## config.mk

```make
export PLATFORM = sky130hd
export DESIGN_NAME = timer_bank
export DESIGN_NICKNAME = d
export VERILOG_FILES = /design/src/rtl/timer_bank_pkg.sv /design/src/rtl/timer_channel.sv /design/src/rtl/timer_bank.sv
export SDC_FILE = /design/constraint.sdc
export NUM_CORES = 1
export LEC_CHECK = 0
export CAP_MARGIN = 20
export CORE_MARGIN = 2
export CORE_UTILIZATION = 55
export CTS_BUF_LIST = sky130_fd_sc_hd__clkbuf_4 sky130_fd_sc_hd__clkbuf_8 sky130_fd_sc_hd__clkbuf_16
export DETAILED_ROUTE_END_ITERATION = 12
export PLACE_DENSITY = 0.76
export REMOVE_ABC_BUFFERS = 1
export SLEW_MARGIN = 0
export SYNTH_ARGS = -nofsm -noshare
export SYNTH_HDL_FRONTEND = slang
export SYNTH_SLANG_ARGS = --single-unit
```

## constraint.sdc

```tcl
create_clock -name clk -period 6.2 [get_ports clk]
set_input_delay 1.86 -clock clk [delete_from_list [all_inputs] [get_ports clk]]
set_output_delay 1.86 -clock clk [all_outputs]
set_load 0.02 [all_outputs]
```

## src/rtl/timer_bank_pkg.sv

```systemverilog
// Shared encodings for the timer_bank register bus and channel control word.
// Latency: n/a (declarations only).
// Backpressure: n/a.
package timer_bank_pkg;

    // Register bus selectors. Write slot 3 is FLAG_CLR and read slot 3 is CAPTURE.
    localparam logic [1:0] SEL_CTRL     = 2'd0;
    localparam logic [1:0] SEL_RELOAD   = 2'd1;
    localparam logic [1:0] SEL_COUNT    = 2'd2;
    localparam logic [1:0] SEL_FLAG_CLR = 2'd3;
    localparam logic [1:0] SEL_CAPTURE  = 2'd3;

    typedef enum logic [1:0] {
        MODE_FREE    = 2'd0,
        MODE_RELOAD  = 2'd1,
        MODE_ONESHOT = 2'd2
    } mode_e;

    // CTRL word bit positions
    localparam int CTRL_RUN      = 0;
    localparam int CTRL_EXT      = 1;
    localparam int CTRL_GATE_EN  = 2;
    localparam int CTRL_MODE     = 3;   // 2 bits
    localparam int CTRL_IE       = 5;
    localparam int CTRL_PRESCALE = 6;   // PRESCALE_W bits

    // The raw mode field has a fourth code (3) that behaves as free-run.
    function automatic mode_e decode_mode(input logic [1:0] m);
        case (m)
            2'd1:    return MODE_RELOAD;
            2'd2:    return MODE_ONESHOT;
            default: return MODE_FREE;
        endcase
    endfunction

endpackage

```

## src/rtl/timer_channel.sv

```systemverilog
// One timer/counter channel: synchronisers, prescaler, counter, reload/one-shot, sticky flag, optional capture.
// Latency: register writes land at the write edge; ext pin edges reach COUNT two edges after sampling.
// Backpressure: none; writes always accepted.
// Ports: clk/reset; per-register write strobes + wr_data_i; async pins cnt_in_i/gate_i/cap_in_i;
//        register views ctrl_o/reload_o/count_o/capture_o; ovf_o flag and ie_o enable.
// Optional capture register compiled in with TIMER_BANK_CAPTURE_EN.
module timer_channel
    import timer_bank_pkg::*;
#(
    parameter int CNT_W      = 16,
    parameter int PRESCALE_W = 4
) (
    input  logic             clk,
    input  logic             reset,
    input  logic             wr_ctrl_i,
    input  logic             wr_reload_i,
    input  logic             wr_count_i,
    input  logic             wr_flag_clr_i,
    input  logic [CNT_W-1:0] wr_data_i,
    input  logic             cnt_in_i,
    input  logic             gate_i,
    input  logic             cap_in_i,
    output logic [CNT_W-1:0] ctrl_o,
    output logic [CNT_W-1:0] reload_o,
    output logic [CNT_W-1:0] count_o,
    output logic [CNT_W-1:0] capture_o,
    output logic             ovf_o,
    output logic             ie_o
);

    logic                  run_q, run_d;
    logic                  ext_q;
    logic                  gate_en_q;
    logic [1:0]            mode_q;
    logic                  ie_q;
    logic [PRESCALE_W-1:0] prescale_q;
    logic [PRESCALE_W-1:0] psc_q, psc_d;
    logic [CNT_W-1:0]      reload_q;
    logic [CNT_W-1:0]      count_q, count_d;
    logic                  flag_q, flag_d;
    logic [2:0]            cnt_sync_q;   // [1] is the synchronised level, [2] its delayed copy
    logic [1:0]            gate_sync_q;

    logic enable, cnt_fall, tick, ovf;
    mode_e mode;

    always_comb begin
        mode     = decode_mode(mode_q);
        enable   = run_q && (!gate_en_q || gate_sync_q[1]);
        cnt_fall = cnt_sync_q[2] && !cnt_sync_q[1];
        tick     = enable && (ext_q ? cnt_fall : (psc_q == prescale_q));
        // A COUNT write replaces the tick entirely, so it also suppresses overflow.
        ovf      = tick && !wr_count_i && (&count_q);

        psc_d = psc_q;
        if (wr_ctrl_i) begin
            psc_d = '0;
        end else if (enable && !ext_q) begin
            psc_d = (psc_q == prescale_q) ? '0 : psc_q + PRESCALE_W'(1);
        end

        count_d = count_q;
        if (wr_count_i) begin
            count_d = wr_data_i;
        end else if (ovf) begin
            count_d = (mode == MODE_FREE) ? '0 : reload_q;
        end else if (tick) begin
            count_d = count_q + CNT_W'(1);
        end

        // The written run bit wins over a one-shot auto-stop on the same edge.
        run_d = run_q;
        if (wr_ctrl_i) begin
            run_d = wr_data_i[CTRL_RUN];
        end else if (ovf && mode == MODE_ONESHOT) begin
            run_d = 1'b0;
        end

        // Overflow wins over a same-edge clear.
        flag_d = flag_q;
        if (ovf) begin
            flag_d = 1'b1;
        end else if (wr_flag_clr_i && wr_data_i[0]) begin
            flag_d = 1'b0;
        end
    end

    always_ff @(posedge clk) begin
        if (reset) begin
            run_q       <= 1'b0;
            ext_q       <= 1'b0;
            gate_en_q   <= 1'b0;
            mode_q      <= 2'd0;
            ie_q        <= 1'b0;
            prescale_q  <= '0;
            psc_q       <= '0;
            reload_q    <= '0;
            count_q     <= '0;
            flag_q      <= 1'b0;
            cnt_sync_q  <= '0;
            gate_sync_q <= '0;
        end else begin
            run_q       <= run_d;
            psc_q       <= psc_d;
            count_q     <= count_d;
            flag_q      <= flag_d;
            cnt_sync_q  <= {cnt_sync_q[1:0], cnt_in_i};
            gate_sync_q <= {gate_sync_q[0], gate_i};
            if (wr_ctrl_i) begin
                ext_q      <= wr_data_i[CTRL_EXT];
                gate_en_q  <= wr_data_i[CTRL_GATE_EN];
                mode_q     <= wr_data_i[CTRL_MODE +: 2];
                ie_q       <= wr_data_i[CTRL_IE];
                prescale_q <= wr_data_i[CTRL_PRESCALE +: PRESCALE_W];
            end
            if (wr_reload_i) begin
                reload_q <= wr_data_i;
            end
        end
    end

`ifdef TIMER_BANK_CAPTURE_EN
    logic [2:0]       cap_sync_q;
    logic [CNT_W-1:0] capture_q;

    always_ff @(posedge clk) begin
        if (reset) begin
            cap_sync_q <= '0;
            capture_q  <= '0;
        end else begin
            cap_sync_q <= {cap_sync_q[1:0], cap_in_i};
            // Latch the pre-increment COUNT on a synchronised rising edge.
            if (cap_sync_q[1] && !cap_sync_q[2]) begin
                capture_q <= count_q;
            end
        end
    end

    assign capture_o = capture_q;
`else
    logic unused_cap_in;
    assign unused_cap_in = cap_in_i;
    assign capture_o     = '0;
`endif

    always_comb begin
        ctrl_o                              = '0;
        ctrl_o[CTRL_RUN]                    = run_q;
        ctrl_o[CTRL_EXT]                    = ext_q;
        ctrl_o[CTRL_GATE_EN]                = gate_en_q;
        ctrl_o[CTRL_MODE +: 2]              = mode_q;
        ctrl_o[CTRL_IE]                     = ie_q;
        ctrl_o[CTRL_PRESCALE +: PRESCALE_W] = prescale_q;
    end

    assign reload_o = reload_q;
    assign count_o  = count_q;
    assign ovf_o    = flag_q;
    assign ie_o     = ie_q;

endmodule

```

## src/rtl/timer_bank.sv

```systemverilog
// Multi-channel timer/counter bank: write demux, registered read mux and irq OR around NUM_CH channels.
// Latency: writes take effect at the write edge; rd_data is registered, one cycle after rd_ch/rd_sel.
// Backpressure: none; the register bus is always ready.
// Ports: clk, reset (sync, active-high); write bus wr_en/wr_ch/wr_sel/wr_data; read bus rd_ch/rd_sel/rd_data;
//        async pins cnt_in/gate/cap_in (one per channel); sticky ovf_flag per channel; irq.
// Optional capture feature compiled in with TIMER_BANK_CAPTURE_EN (otherwise rd_sel=3 reads 0).
module timer_bank
    import timer_bank_pkg::*;
#(
    parameter  int NUM_CH     = 2,
    parameter  int CNT_W      = 16,
    parameter  int PRESCALE_W = 4,
    localparam int CH_W       = (NUM_CH > 1) ? $clog2(NUM_CH) : 1
) (
    input  logic              clk,
    input  logic              reset,
    input  logic              wr_en,
    input  logic [CH_W-1:0]   wr_ch,
    input  logic [1:0]        wr_sel,
    input  logic [CNT_W-1:0]  wr_data,
    input  logic [CH_W-1:0]   rd_ch,
    input  logic [1:0]        rd_sel,
    output logic [CNT_W-1:0]  rd_data,
    input  logic [NUM_CH-1:0] cnt_in,
    input  logic [NUM_CH-1:0] gate,
    input  logic [NUM_CH-1:0] cap_in,
    output logic [NUM_CH-1:0] ovf_flag,
    output logic              irq
);

    logic [NUM_CH-1:0] wr_hit;
    logic [NUM_CH-1:0] ie_v;
    logic [CNT_W-1:0]  ctrl_v    [NUM_CH];
    logic [CNT_W-1:0]  reload_v  [NUM_CH];
    logic [CNT_W-1:0]  count_v   [NUM_CH];
    logic [CNT_W-1:0]  capture_v [NUM_CH];
    logic [CNT_W-1:0]  rd_data_q, rd_data_d;

    // Channel numbers beyond NUM_CH (non-power-of-two banks) decode to nothing.
    always_comb begin
        wr_hit = '0;
        for (int i = 0; i < NUM_CH; i++) begin
            wr_hit[i] = wr_en && (wr_ch == CH_W'(i));
        end
    end

    for (genvar g = 0; g < NUM_CH; g++) begin : g_ch
        timer_channel #(
            .CNT_W      (CNT_W),
            .PRESCALE_W (PRESCALE_W)
        ) u_ch (
            .clk           (clk),
            .reset         (reset),
            .wr_ctrl_i     (wr_hit[g] && (wr_sel == SEL_CTRL)),
            .wr_reload_i   (wr_hit[g] && (wr_sel == SEL_RELOAD)),
            .wr_count_i    (wr_hit[g] && (wr_sel == SEL_COUNT)),
            .wr_flag_clr_i (wr_hit[g] && (wr_sel == SEL_FLAG_CLR)),
            .wr_data_i     (wr_data),
            .cnt_in_i      (cnt_in[g]),
            .gate_i        (gate[g]),
            .cap_in_i      (cap_in[g]),
            .ctrl_o        (ctrl_v[g]),
            .reload_o      (reload_v[g]),
            .count_o       (count_v[g]),
            .capture_o     (capture_v[g]),
            .ovf_o         (ovf_flag[g]),
            .ie_o          (ie_v[g])
        );
    end

    // Read samples pre-edge register state, so a same-edge write is not visible.
    always_comb begin
        rd_data_d = '0;
        for (int i = 0; i < NUM_CH; i++) begin
            if (rd_ch == CH_W'(i)) begin
                case (rd_sel)
                    SEL_CTRL:   rd_data_d = ctrl_v[i];
                    SEL_RELOAD: rd_data_d = reload_v[i];
                    SEL_COUNT:  rd_data_d = count_v[i];
                    default:    rd_data_d = capture_v[i];
                endcase
            end
        end
    end

    always_ff @(posedge clk) begin
        if (reset) begin
            rd_data_q <= '0;
        end else begin
            rd_data_q <= rd_data_d;
        end
    end

    assign rd_data = rd_data_q;
    assign irq     = |(ovf_flag & ie_v);

endmodule

```

# --- Word level (Yosys, flattened, before mapping) ---
# Index checks and enable logic that the tools add are counted.
word_totals:
  output_inout_bits: 19
  reg_bits: 120
  elab_cells: 120
  in_bits: 31
classes:
  n_addsub: 4
  bitwise: 2
  n_mux: 25
  eq_ne: 13
  reduce_logical: 51
op_table:
  columns: ["op", "n"]
  rows:
  - ["16-bit two-way mux", 9]
  - ["16-bit case mux with 3 select lines", 2]
  - ["16-bit by 1-bit adder with 16-bit output, second input constant", 2]
  - ["16-bit AND reduction", 2]
  - ["1-bit logical AND", 26]
  - ["2-bit == test, second input constant", 7]
  - ["1-bit two-way mux", 10]
  - ["4-bit by 1-bit adder with 4-bit output, second input constant", 2]
  - ["2-bit by 1-bit == test with 1-bit output, second input constant", 4]
  - ["4-bit == test", 2]
  - ["1-bit logical NOT", 8]
  - ["2-bit logical NOT", 4]
  - ["4-bit two-way mux", 2]
  - ["2-bit case mux with 2 select lines", 2]
  - ["2-bit nonzero test", 4]
  - ["3-bit nonzero test", 2]
  - ["2-bit OR reduction", 3]
  - ["2-bit AND", 1]
  - ["1-bit logical OR", 2]
  - ["1-bit NOT", 1]

# --- Longest topological paths before layout ---
depth:
  word_depth: 9
  depth_mapped: 9
  depth_no_buf: 8

# --- Modules after synthesis ---
# Synthesis repeated with hierarchy kept, for this count alone.
unflattened:
  hier_cells: 717
  area_unflattened_um2: 6915.4
modules_own_cells:
  columns: ["mod", "cells_per_inst", "area_each_um2", "seq_area_each_um2", "n_inst"]
  rows:
  - ["timer_channel at g_ch[0].u_ch", 313, 2751.4, 1041.0, 1]
  - ["timer_channel at g_ch[1].u_ch", 298, 2711.4, 1041.0, 1]
  - ["timer_bank", 106, 1452.6, 320.3, 1]

# --- Worst setup path after synthesis ---
# OpenSTA, ideal clock, no wires.
synth_path:
  path_kind: "input-to-reg"
  startpoint: "in wr_sel[0]"
  endpoint: "reg g_ch[1].u_ch.count_q[13]"
  cell_stages: 8
  n_path_buf: 2
  path_slack_ps: 2800
  setup_time_ps: 74
  required_time_ps: 6126
  arrival_time_ps: 3326
  path_cell_list: "buf_4 and4b_1 buf_6 or4b_4 o31ai_4 and2_1 nand2_1 a31oi_1"
synth_between:
  elab_chain_cells: 7
  word_cells_on_any_way: 8
  classes_between: "1 x eq/ne; 2 x mux; 5 x reduce/logical"
synth_lines:
  columns: ["element", "line", "source"]
  rows:
  - ["start: declaration", "timer_bank.sv:19", "input logic [1:0] wr_sel,"]
  - ["2-bit == test *", "timer_bank.sv:56", ".wr_count_i (wr_hit[g] && (wr_sel == SEL_COUNT)),"]
  - ["1-bit logical AND *", "timer_bank.sv:56", null]
  - ["1-bit logical NOT", "timer_channel.sv:53", "ovf = tick && !wr_count_i && (&count_q);"]
  - ["1-bit logical AND (2 in a row)", "timer_channel.sv:53", null]
  - ["16-bit two-way mux", "timer_channel.sv:65", "end else if (ovf) begin"]
  - ["16-bit two-way mux", "timer_channel.sv:63", "if (wr_count_i) begin"]
  - ["end signal: assignment", "timer_channel.sv:105", "count_q <= count_d;"]
  - ["end: declaration", "timer_channel.sv:39", "logic [CNT_W-1:0] count_q, count_d;"]
# Every way passes the cells marked *; elsewhere a longest branch is shown, timed or not.
# A chain may end at the register's enable or synchronous reset.

# --- Final worst setup path ---
layout_path:
  startpoint: "in wr_sel[0]"
  endpoint: "reg g_ch[1].u_ch.count_q[15]"
# Same word-level chain as after synthesis.

==> results by group <==
STA
  • Worst slew pin tran: 1.02 ns
  • Max frequency: 251 MHz
  • Max-slew violation count: 0
  • Final hold viol count: 0
  • Clock Skew: 0.00617 ns
  • RSZ-0062 raised after global routing: false
  • Final Critical Period: 3.98 ns
  • Slew headroom: 32.1%
  • Crit share post-route: 64.1%
  • Final worst slack: 2.22 ns
  • Final setup viols: 0
  • Final setup TNS: 0 ns

Route
  • Avg WL per Cell: 19.3 microns
  • Via count: 5747
  • Drt drc: 0
  • ANT nets after route: 0
  • DRT Pass-1 Iters: 9
  • DR iter-0 viols: 579
  • Routed WL: 17300 microns
  • Vias per cell: 6.39

Pwr
  • PwrDens: 274 nW/um^2
  • VDD IR max: 0.000248 V
  • P_leak: 2.52 nW

CTS
  • Hold buffer count at cts: 0
  • CTS sink count: 120
  • CTS H-tree lvls: 4
  • CTS tree: built
  • Post-cts resize count: 0
  • Clock Tree Buf Depth: 2
  • Worst skew pair latency: 0.53 ns
  • Worst-path clk slew: 0.05 ns
  • Num CTS Buffers: 17
  • Postcts setup bufs: 0
  • CTS Root Cell: clkbuf_8

Synthesis
  • Number of synthesis warnings: 0
  • Yosys top cell area share: 40.4%
  • Seq/Total Area, Yosys: 40.4%
  • Post-synthesis cell count: 728
  • Fraction of registers with async set/reset: 0%
  • Leading cell types by count after synthesis: 140 x nand2_1, 120 x dfxtp_1, 81 x a21oi_1
  • Post-synth top area cell: dfxtp_1
  • Top_reg_cell synth: dfxtp_1
  • #FFs+latches synth: 120
  • Synth unique cells: 56
  • Mapped Area: 5950 sq um
  • Synth area leaders: dfxtp_1 40%, nand2_1 8.8%, a21oi_1 6.8%, mux2i_1 3.9%, xnor2_1 2.9%
  • Syn Area/Cell: 8.17 sq um
  • Post-synth EDFFs: 0
  • Top-count cell post-synth: nand2_1

GRT
  • Pin count of the biggest net entering global routing: 58
  • GR Overflow Total: 0
  • First-pass GRT wire length: 27700 microns
  • Initial antenna violation count: 0
  • Vias in the first global route: 5423
  • Gr usage total: 30.7%

Setup path
  • CP cell instances: clkdlybuf4s50_1 > and4b_1 > or4b_4 > o31ai_4 > and2_1 > nand2_1 > a31oi_1
  • Crit-path max cell delay: 0.67 ns
  • WP data arrival: 4.42 ns
  • Worst endpoint required time: 6.65 ns
  • CP endpoint kind: register
  • Setup CP Type: input port to register
  • Nature of the critical path startpoint: input port
  • Crit-path slowest cell: or4b_4
  • CP Max Fanout: 19

Min path
  • Hold Path Class: register to register

Finish
  • Multi-input gate area: 3280 sq um
  • Storage cell area: 2400 sq um
  • Nets: 789
  • ANT cells: 0
  • Fill count: 878
  • Synth-to-Final Area Change: 18.0%
  • Fraction of layout cells with a size suffix above 1: 7.72%

Die
  • Die area: 11700 sq um
  • Die W: 108 microns
  • Rows: 37
  • Core Area: 10400 sq um
  • # IOs: 50
  • Starting Density: 57.1%
  • Chip height: 108 microns

Placement
  • DP Worst Slack: 1.72 ns
  • Post-DP HPWL: 11400 microns
  • GP Congestion: 0.916
  • # port buffers: 47

Flow run
  • Maxcap violations: 0

Status
  • Outcome: finished, final reports clean
-- worst paths after layout --
kind | end | depth (start not counted) | from | slack (ns)
worst max-delay path | g_ch[1].u_ch.count_o[15] | 7 | wr_sel[0] | 2.22
worst min-delay path | g_ch[0].u_ch.gate_sync_q[1] | 1 | g_ch[0].u_ch.gate_sync_q[0] | 0.44
worst max register to register | g_ch[1].u_ch.count_o[1] | 7 | g_ch[1].u_ch.count_o[1] | 3.48
worst min register to register | g_ch[0].u_ch.gate_sync_q[1] | 1 | g_ch[0].u_ch.gate_sync_q[0] | 0.44
-- layout make-up --
type | count | share of cell area [%]
inverter | 8 | 0.428
multi-input combinational | 546 | 46.7
tap | 136 | 2.42
sequential | 120 | 34.2
timing repair buffer | 59 | 8.00
clock inverter | 10 | 1.82
clock buffer | 21 | 6.41
-- power breakdown --
part	total, mW	switching (mW)	internal (mW)
registers	0.808	0.0169	0.791
logic	0.149	0.0901	0.0591
clock network	0.969	0.341	0.628
total	1.93	0.448	1.48
-- placed cells by master, fill, tap and decap left out, drive strengths merged, types with 7 or more instances in the layout --
cell	synthesis	layout
a222oi	17	17
xnor2	20	20
nand3	18	18
xor2	15	15
nor2b	17	17
dfxtp	120	120
nand2	140	140
nor3	8	8
a22oi	21	21
o211ai	10	10
mux2i	23	23
inv	8	8
clkdlybuf4s50	0	46
clkbuf	43	21
a211oi	7	7
a21oi	81	81
nor2	43	43
buf	11	13
and3	17	17
o21ai	25	25
-- critical path: cells and delay by family --
family                 cells  cell delay [ns]
AO/OA/AOI/OAI              2             0.40
buffers and inverters      1             0.64
AND/OR/NAND/NOR            4             1.52
-- metrics by stage --
| step | area, sq um | hold WS (ns) | instances | utilization, % | total power, mW |
|---|---|---|---|---|---|
| floorplan | 5710 | 0.414 | 674 | - | 0.884 |
| global placement | 6420 | 0.417 | 866 | 61.6 | 0.963 |
| detailed placement | 6440 | 0.432 | 869 | 61.9 | 0.969 |
| CTS | 7020 | 0.446 | 900 | 67.4 | 1.93 |
| global route | 7020 | 0.462 | 900 | 67.4 | 1.98 |
| finish | 7020 | 0.437 | 900 | 67.4 | 1.93 |
-- layer usage --
metal | up-vias | GRT usage, % | wire (microns)
met5 | - | 0 | 0
met4 | 0 | 14.7 | 614
met3 | 40 | 6.93 | 1540
met2 | 302 | 48.5 | 8140
met1 | 2757 | 39.9 | 7040
li1 | 2648 | - | -
-- logic make-up (layout without fill, tap and decap cells) --
kind of cell | after synthesis | after routing | share of synthesized area [%]
compound gates | 197 | 197 | 21.7
fa+ha+maj | 6 | 6 | 1.26
simple gates | 282 | 282 | 22.5
flops | 120 | 120 | 40.4
mux | 26 | 26 | 4.44
buf+inv | 62 | 98 | 4.56
xor+xnor | 35 | 35 | 5.15
-- state kept, by name, summed over array words and instances (netlist names) --
register and count:
g_ch.u_ch.cnt_sync_q 6, g_ch.u_ch.reload_o 32, g_ch.u_ch.ie_o 2, g_ch.u_ch.count_o 32, g_ch.u_ch.gate_en_q 2, g_ch.u_ch.mode_q 4, g_ch.u_ch.ovf_o 2, g_ch.u_ch.gate_sync_q 4
g_ch.u_ch.psc_q 8, g_ch.u_ch.ext_q 2, rd_data 16, g_ch.u_ch.prescale_q 8, g_ch.u_ch.run_q 2
Note: power is estimated with default switching activity, not from simulation.
==> RTL edit, RTL diff (same settings) <==
Build with the macro `TIMER_BANK_CAPTURE_EN` defined.
--- a/src/rtl/timer_channel.sv
+++ b/src/rtl/timer_channel.sv
@@ -6,2 +6,4 @@
 // Optional capture register compiled in with TIMER_BANK_CAPTURE_EN.
+`define TIMER_BANK_CAPTURE_EN
+
 module timer_channel
Check against the original RTL: not equivalent (Yosys sat finds a counterexample within 10 cycles, from zero or initial values and one cycle with reset high).
==> RTL edit against the original RTL <==
- total power up 17%
- non-clock buffer count up 2
- hold slack worse by 0.00072 ns
- setup slack worse by 0.25 ns
- sequential cell count up 38
- count of clock-buffer cells in the layout up 3
- design area up 24%
- clock power up 7%
- routed wire length up 20%
- area after synthesis up 28%
- critical endpoint is now g_ch[0].u_ch.count_o[9]$_SDFFE_PP0P_
- largest cell class unchanged
- highest routed layer unchanged
==> RTL edit: results (changes against the original RTL) <==
----------------------------------------------------
[Logic synthesis]
  Most common library cells after synthesis ... 204 x nand2_1, 158 x dfxtp_1, 120 x a21oi_1, 41 x clkbuf_1, 37 x nor2_1 (was 140 x nand2_1, 120 x dfxtp_1, 81 x a21oi_1, 42 x nor2_1, 41 x clkbuf_1)
  Count of unique library cells instantiated by Yosys ... 64 (was 56)
  Post-synthesis sequential area ratio ... 41.5% (was 40.4%)
  Cell types with the largest area share after synthesis ... dfxtp_1 41%, nand2_1 10%, a21oi_1 7.9% (was dfxtp_1 40%, nand2_1 8.8%, a21oi_1 6.8%)

[Placement]
  Port bufs ... 49 (was 47)
  Last weighted congestion value of the routability-driven placer ... 0.862 (was 0.916)
  Placement Cell Area ... 8090 µm² (was 6440 µm²)
  Post-placement setup slack ... 1.62 ns (was 1.72 ns)

[Cells and area]
  Final cell count without fillers ... 1094 (was 900)
  Ratio of cells with drive above 1 in the final layout ... 10.2% (was 7.72%)
  NumNets Final ... 939 (was 789)

[Hold path]
  Critical hold path startpoint ... g_ch[1].u_ch.cnt_sync_q[0]$_SDFF_PP0_ (was g_ch[0].u_ch.gate_sync_q[0]$_SDFF_PP0_)
  Worst-case hold path end point ... g_ch[1].u_ch.cnt_sync_q[1]$_SDFF_PP0_ (was g_ch[0].u_ch.gate_sync_q[1]$_SDFF_PP0_)

[Worst setup path]
  Path depth of the worst reg2reg path ... 6 (was 7)
  Data arrival at the endpoint of the critical path ... 4.48 ns (was 4.42 ns)
  Setup slack of the worst register-to-register path ... 3.74 ns (was 3.48 ns)

[Status]
  Result of the run ... finished clean (unchanged)

[STA]
  Slew @ Worst Pin ... 1.01 ns (was 1.02 ns)
  Post-Route Hold Slack ... 0.437 ns (about the same)

[Global route]
  Total Routing Usage GR ... 28.6% (was 30.7%)
  Wire length of the first global-routing pass ... 32.9 mm (was 27.7 mm)
  Maximum number of pins on one net before global-route repair ... 93 (was 58)

[Routing]
  Count of routing violations after the opening detailed-route iteration ... 655 (was 579)
  Total Wirelength ... 20.7 mm (was 17.3 mm)

[Power and ir drop]
  Static leakage power ... 0.00295 µW (was 0.00252 µW)

[Clock network]
  Root buffer selected by CTS ... clkbuf_16 (was clkbuf_8)

----------------------------------------------------
## RTL edit: cell types whose count changed in the layout (fill, tap and decap cells not counted), sizes merged, moves of 9 or more
| cell | change |
|---|---|
| a22oi | +11 |
| o22ai | +10 |
| nor4 | +11 |
| nor3b | +9 |
| mux4 | +20 |
| o21ai | -17 |
| a21oi | +40 |
| a222oi | -17 |
| and3 | -15 |
| nand2 | +64 |
| dfxtp | +38 |
| mux2i | -10 |
## RTL edit: critical path, stage by stage
cell             delay, ns
clkdlybuf4s50_1       0.56
and4bb_1              0.95
nor3_1                0.16
a21oi_2               0.41
or2_1                 0.37
o32ai_1               0.16
## RTL edit: power by group
part	internal, µW	switching (µW)	leakage, µW
registers	1040	19.1	0.00128
logic	62.4	99.6	0.00137
clock network	643	397	0.000300
## RTL edit: cells by family (layout without fill, tap and decap cells)
group | Yosys count | after routing | share of synthesized area [%]
flops | 158 | 158 | 41.5
simple gates | 358 | 358 | 22.5
fa+ha+maj | 6 | 6 | 0.984
mux | 43 | 43 | 9.13
compound gates | 213 | 213 | 17.2
buf+inv | 80 | 101 | 4.77
xor+xnor | 35 | 35 | 4.02
## RTL edit: routing by layer
layer  GRT usage (%)  vias to the layer above  share of wire, %
met4            9.41                        0               2.3
met1            40.8                     3213                45
met3            5.20                       37               7.9
li1                -                     3181                 -
met5               0                        -                 0
met2            43.8                      290                45
## RTL edit: area by class of cell
type,count,area [µm²]
clock buffers,24,503
clock inverters,7,85.1
fillers,1180,5030
inverters,9,33.8
multi-input cells,655,4110
flip-flops and latches,158,3160
well taps,180,225
repair buffers,61,572
